<file path="config.mk">
export PLATFORM = sky130hd
export DESIGN_NAME = wand_arb_tx
export DESIGN_NICKNAME = d
export VERILOG_FILES = /design/src/rtl/wand_arb_tx.sv
export SDC_FILE = /design/constraint.sdc
export NUM_CORES = 1
export LEC_CHECK = 0
export CORE_UTILIZATION = 50
export CTS_CLUSTER_DIAMETER = 80
export DETAILED_ROUTE_END_ITERATION = 6
export PLACE_DENSITY_LB_ADDON = 0.25
export SYNTH_ARGS = -nofsm -noshare
export SYNTH_HDL_FRONTEND = slang
export SYNTH_SLANG_ARGS = --single-unit
</file>
<file path="constraint.sdc">
create_clock -name clk -period 2.1 [get_ports clk]
set_input_delay 0.42 -clock clk [delete_from_list [all_inputs] [get_ports clk]]
set_output_delay 0.42 -clock clk [all_outputs]
set_load 0.03 [all_outputs]
</file>
<file path="src/rtl/wand_arb_tx.sv">
// wand_arb_tx: bit-serial wired-AND transmitter with bitwise arbitration.
// Lowest frame value wins; losers go recessive and keep listening.
module wand_arb_tx #(
  parameter int WIDTH = 8,
  parameter int BIT_CYCLES = 4
) (
  input  logic             clk,
  input  logic             rst_n,
  input  logic             start,
  input  logic [WIDTH-1:0] data,
  input  logic             bus_in,
  output logic             drive,
  output logic             busy,
  output logic             done,
  output logic             won,
  output logic             err,
  output logic [WIDTH-1:0] rx_data
);
  localparam int IW = $clog2(WIDTH);
  localparam int CW = $clog2(BIT_CYCLES);
  localparam logic IDLE = 1'b0;
  localparam logic SEND = 1'b1;
  logic             state;
  logic [WIDTH-1:0] sh;
  logic [IW-1:0]    idx;
  logic [CW-1:0]    cnt;
  logic             arb;
  logic             fault;
  logic             lose;
  logic             last_cyc;
  assign busy = state;
  // an unknown net reads as a fault, as does a dominant bit read back recessive
  assign fault    = (bus_in !== 1'b0 && bus_in !== 1'b1) || (!drive && bus_in === 1'b1);
  assign lose     = arb && drive && !bus_in;
  assign last_cyc = cnt == CW'(BIT_CYCLES - 1);
  always_ff @(posedge clk or negedge rst_n) begin
    if (!rst_n) begin
      state   <= IDLE;
      drive   <= 1'b1;
      done    <= 1'b0;
      won     <= 1'b0;
      err     <= 1'b0;
      rx_data <= '0;
      sh      <= '0;
      idx     <= '0;
      cnt     <= '0;
      arb     <= 1'b0;
    end else begin
      done <= 1'b0;
      err  <= 1'b0;
      if (state == IDLE) begin
        if (start) begin
          state   <= SEND;
          sh      <= data;
          arb     <= 1'b1;
          idx     <= IW'(WIDTH - 1);
          cnt     <= '0;
          won     <= 1'b0;
          rx_data <= '0;
          drive   <= data[WIDTH-1];
        end
      end else if (!last_cyc) begin
        cnt <= cnt + 1'b1;
      end else begin
        cnt     <= '0;
        rx_data <= {rx_data[WIDTH-2:0], bus_in};
        if (fault) begin
          state <= IDLE;
          err   <= 1'b1;
          drive <= 1'b1;
        end else if (idx == '0) begin
          state <= IDLE;
          done  <= 1'b1;
          won   <= arb && !lose;
          drive <= 1'b1;
        end else begin
          idx   <= idx - 1'b1;
          arb   <= arb && !lose;
          drive <= (arb && !lose) ? sh[idx-1'b1] : 1'b1;
        end
      end
    end
  end
endmodule

</file>
Word-level counts from Yosys, hierarchy flattened --
Index checks and enable logic that the tools add are counted.
Word-level totals: register bits after elaboration 27, output and inout bits 13
Operators by class: add/sub/neg operators 2, $lt $le $gt $ge 1, eq/ne operators 8, mux-type cells 41, bitwise logic cells 1, reduce and logical (&&, ||, !) cells 15
Operators with widths (count):
- 1-bit 2-to-1 mux | 29
- 8-bit 2-to-1 mux | 3
- 3-bit 2-to-1 mux | 5
- 4-bit AND reduction | 2
- 2-bit 2-to-1 mux | 3
- 1-bit logical AND | 5
- 3-bit by 4-bit less-than comparator with 1-bit output (second input constant) | 1
- 2-bit by 1-bit != test with 1-bit output (second input constant) | 2
- 2-bit != test (second input constant) | 2
- 2-bit AND reduction | 2
- 1-bit binary-select mux with 3-bit select | 1
- 1-bit zero test | 3
- 3-bit zero test | 1
- 3-bit by 1-bit subtractor with 3-bit output (second input constant) | 1
- 2-bit by 1-bit adder with 2-bit output (second input constant) | 1
- 2-bit == test (second input constant) | 1
- 1-bit !== test (second input constant) | 2
- 2-bit nonzero test | 1
- 1-bit === test (second input constant) | 1
- 1-bit logical OR | 1
- 1-bit inverter | 1

Depth between registers and ports, before layout --
word-level depth 9, gate-level depth with buffers 7

Least setup slack after synthesis --
No wires, ideal clock.
path type register -> register, from register cnt[0], to register idx[2], library setup time 0.119 ns, arrival time 1.581 ns, required time 1.981 ns, slack 0.400 ns, cell stages (with the launch flop) 8, path buffers 2, path through dfrtp_1 > ha_1 > buf_6 > and2_4 > and3_4 > buf_6 > mux2_4 > o21a_1
Between the ends: cells in the longest elaborated chain, start to end 3
RTL lines:
- from (decl) | RTL line 26 | logic [CW-1:0] cnt;
- from (signal assigned) | RTL line 63 | cnt <= cnt + 1'b1;
- 2-bit == test | RTL line 35 | assign last_cyc = cnt == CW'(BIT_CYCLES - 1);
- 2-bit by 1-bit != test with 1-bit output (no source line)
- 4-bit AND reduction (no source line)
- to (signal assigned) | RTL line 56 | idx <= IW'(WIDTH - 1);
- to (signal assigned) | RTL line 77 | idx <= idx - 1'b1;
- to (decl) | RTL line 25 | logic [IW-1:0] idx;
No other way between the ends. A chain may end at the register's enable or synchronous reset.

Worst setup path in the final report --
from register drive, to output port drive
RTL lines:
- from (decl) | RTL line 12 | output logic drive,
- from (signal assigned) | RTL line 60 | drive <= data[WIDTH-1];
- from (signal assigned) | RTL line 79 | drive <= (arb && !lose) ? sh[idx-1'b1] : 1'b1;
No word-level cell between the ends.

==> results.yml <==
status:
  status: "finished, final reports clean"
logic_synthesis:
  syn_area_um2: 1275
  synth-main-ff-cell: "dfrtp_1"
  yosysTopAreaCell: "dfrtp_1"
  avgSynthCellArea_um2: 12.26
  synth_common_cells: "dfrtp_1 (26), nand2_1 (10), mux2_2 (8), mux2i_1 (8), o21ai_0 (8)"
  synth_area_leaders: "dfrtp_1 (51%), mux2_2 (7.1%), mux2i_1 (6.3%), mux4_1 (4.1%), o21ai_0 (3.1%)"
  synth_edf_count: 0
  post-synth-top-count-cell: "dfrtp_1"
  synth_top_area_share_pct: 51.03
  postSynthNetCount: 119
  async_flop_share_pct: 100.0
  syn_inst: 104
  synthDistinctLibCells: 33
  ys_warn_count: 0
  ys_seq_elements: 27
  ys_seq_area_share_pct: 53.09
global_routing:
  globalRouteOverflowTotal: 0
  grt_pass1_vias: 933
  grt_max_degree: 28
  grt_usage_pct: 20.92
  grt_antenna_before_repair: 0
  grt_pass1_wl_mm: 4.174
setup_path:
  setup.worst_path.start_class: "flip-flop"
  end_kind: "output port"
  crit_buf_inv: 1
  cp_max_fo: 5
  worst-setup-path-type: "reg2out"
  slowest_stage: "clkdlybuf4s50_1"
  path_delay_family: "buffers and inverters"
  crit_chain: "clkdlybuf4s50_1"
  cp.required_ps: 1680
  critical_path_arrival_ps: 1590
  slowest_delay_ps: 690
cells_and_area:
  final_layout_size_suffix_gt1_share_pct: 16.54
  fin_area_um2: 1579
  multi_input_area_um2: 559.3
  seqCellArea_um2: 676.9
  n_antenna_cell: 0
  nets: 149
  area_growth_pct: 23.85
  nFillCells: 187
  post-route-util_pct: 68.74
place:
  gp_congestion: 0.7695
  placed_cell_area_um2: 1553
  dp_hpwl_mm: 1.773
  portBuffers: 24
detailed_routing:
  drc: 0
  vias: 905
  finalWirelength_mm: 2.391
  avgRoutedWirePerCell_um: 14.85
  drtIter0Drc: 16
  antenna_left: 0
  routed_via_density: 5.621
  firstDrtPassIters: 4
clock_network:
  holdBufCountCts: 0
  cts-root-buf: "clkbuf_4"
  clk_pin_slew_worst_paths_ps: 130
  clock_latency_ps: 310
  cts-resized-gates: 0
  clock_sinks: 27
  cts.path.max_buffers: 2
  htreeDepth: 1
  cts_made_buffers: 3
  cts_setup_buffers: 0
  cts_tree: "yes"
sta:
  final-setup-viol-count: 0
  drv_slew: 0
  period_share_pct: 95.70
  fin_skew_ps: 2.802
  final_hold_viol_count: 0
  slew_headroom_pct: 77.09
  fin_crit_ps: 2010
  fmaxAchievable_mhz: 497.6
  setup-tns-final_ps: 0
  tightest_slew_ps: 343.6
  grt_setup_unrepaired: "false"
power:
  power_density_nw_per_um2: 1421
  p_seq_share_pct: 41.2
  power_mw: 2.243
  p_sw_share_pct: 38.38
  ir_drop_mv: 1.001
  power_frac_comb_pct: 49.2
  p_sw_mw: 0.8610
  clockPowerShare_pct: 9.6
  p_int_mw: 1.382
  leakagePower_nw: 0.6797
floorplan:
  die-area_um2: 2756
  fp-row-count: 17
  core_um2: 2297
  start_util_pct: 55.50
  die_y_um: 52.50
  boundaryPins: 25
  die_x_um: 52.50
worst_hold_path:
  min_path_type: "in2async"
job:
  max_cap_violations: 0
-- cell type report --
type | instances | area share (%)
repair buffers | 28 | 17.12
inverters | 3 | 0.7132
multi-input cells | 71 | 35.42
flip-flops and latches | 27 | 42.87
clock buffers | 4 | 1.664
well taps | 28 | 2.219
-- logic make-up (layout without fill, tap and decap cells) --
logic type	Yosys count	in the layout	synth area share, %
simple gates	27	27	11.38
buf+inv	6	35	3.042
mux	19	19	18.65
flops	27	27	53.09
fa+ha+maj	3	3	2.944
compound gates	21	21	10.21
xor+xnor	1	1	0.6871
-- worst paths after layout --
kind | startpoint | to | slack, ps | cells past startpoint
min in group clk | cnt[0] | cnt[0] | 500 | 1
worst max-delay path | drive | drive | 90 | 1
max in group asynchronous | rst_n | drive | 1350 | 2
worst min register to register | cnt[0] | cnt[0] | 500 | 1
worst min-delay path | rst_n | err | 460 | 2
worst max register to register | idx[0] | idx[2] | 440 | 6
-- per-layer routing --
metal	share of wire [%]	routed length, um	up-vias	track usage (%)
met5	0	0	-	0
met4	1.3	30	0	9.211
met3	3.5	83	4	3.188
met2	50	1202	16	34.18
met1	45	1074	451	27.32
li1	-	-	434	-
-- power by group through the flow --
stage	Combinational [mW]	Sequential (mW)	Clock, mW
after floorplan	0.632	1.06	0
after global placement	1.08	0.913	0
after detailed placement	1.11	0.933	0
after CTS	1.11	0.925	0.225
after global routing	1.20	0.956	0.244
final	1.10	0.924	0.216
-- flip-flops by register name, summed over array words and instances, names as in the netlist --
| name | count |
|---|---|
| idx | 3 |
| rx_data | 8 |
| busy | 1 |
| arb | 1 |
| won | 1 |
| sh | 8 |
| err | 1 |
| done | 1 |
| drive | 1 |
| cnt | 2 |
-- cell usage in the layout (no fill, tap or decap), types with 2 or more instances in the layout --
master            n
nor2b_1           2
nor2_1            3
nand2_1          10
o21ai_0           8
buf_4             4
mux4_1            2
nand2b_1          2
clkdlybuf4s50_1  24
nor3_1            3
mux2_2            8
ha_1              3
inv_1             3
mux2i_1           8
dfrtp_1          26
a21oi_1           5
clkbuf_4          3
-- metrics by stage --
| stage | instances | worst slack [ps] | hold slack (ps) |
|---|---|---|---|
| 3_5_place_dp | 157 | 257.0 | 483.1 |
| 4_1_cts | 161 | 79.72 | 457.2 |
| 6_report | 161 | 90.20 | 455.4 |
| 3_3_place_gp | 157 | 288.1 | 464.5 |
| 2_1_floorplan | 104 | 400.2 | 124.4 |
| 5_1_grt | 161 | 41.26 | 466.4 |
No activity file was read; power rests on OpenSTA's default activity.
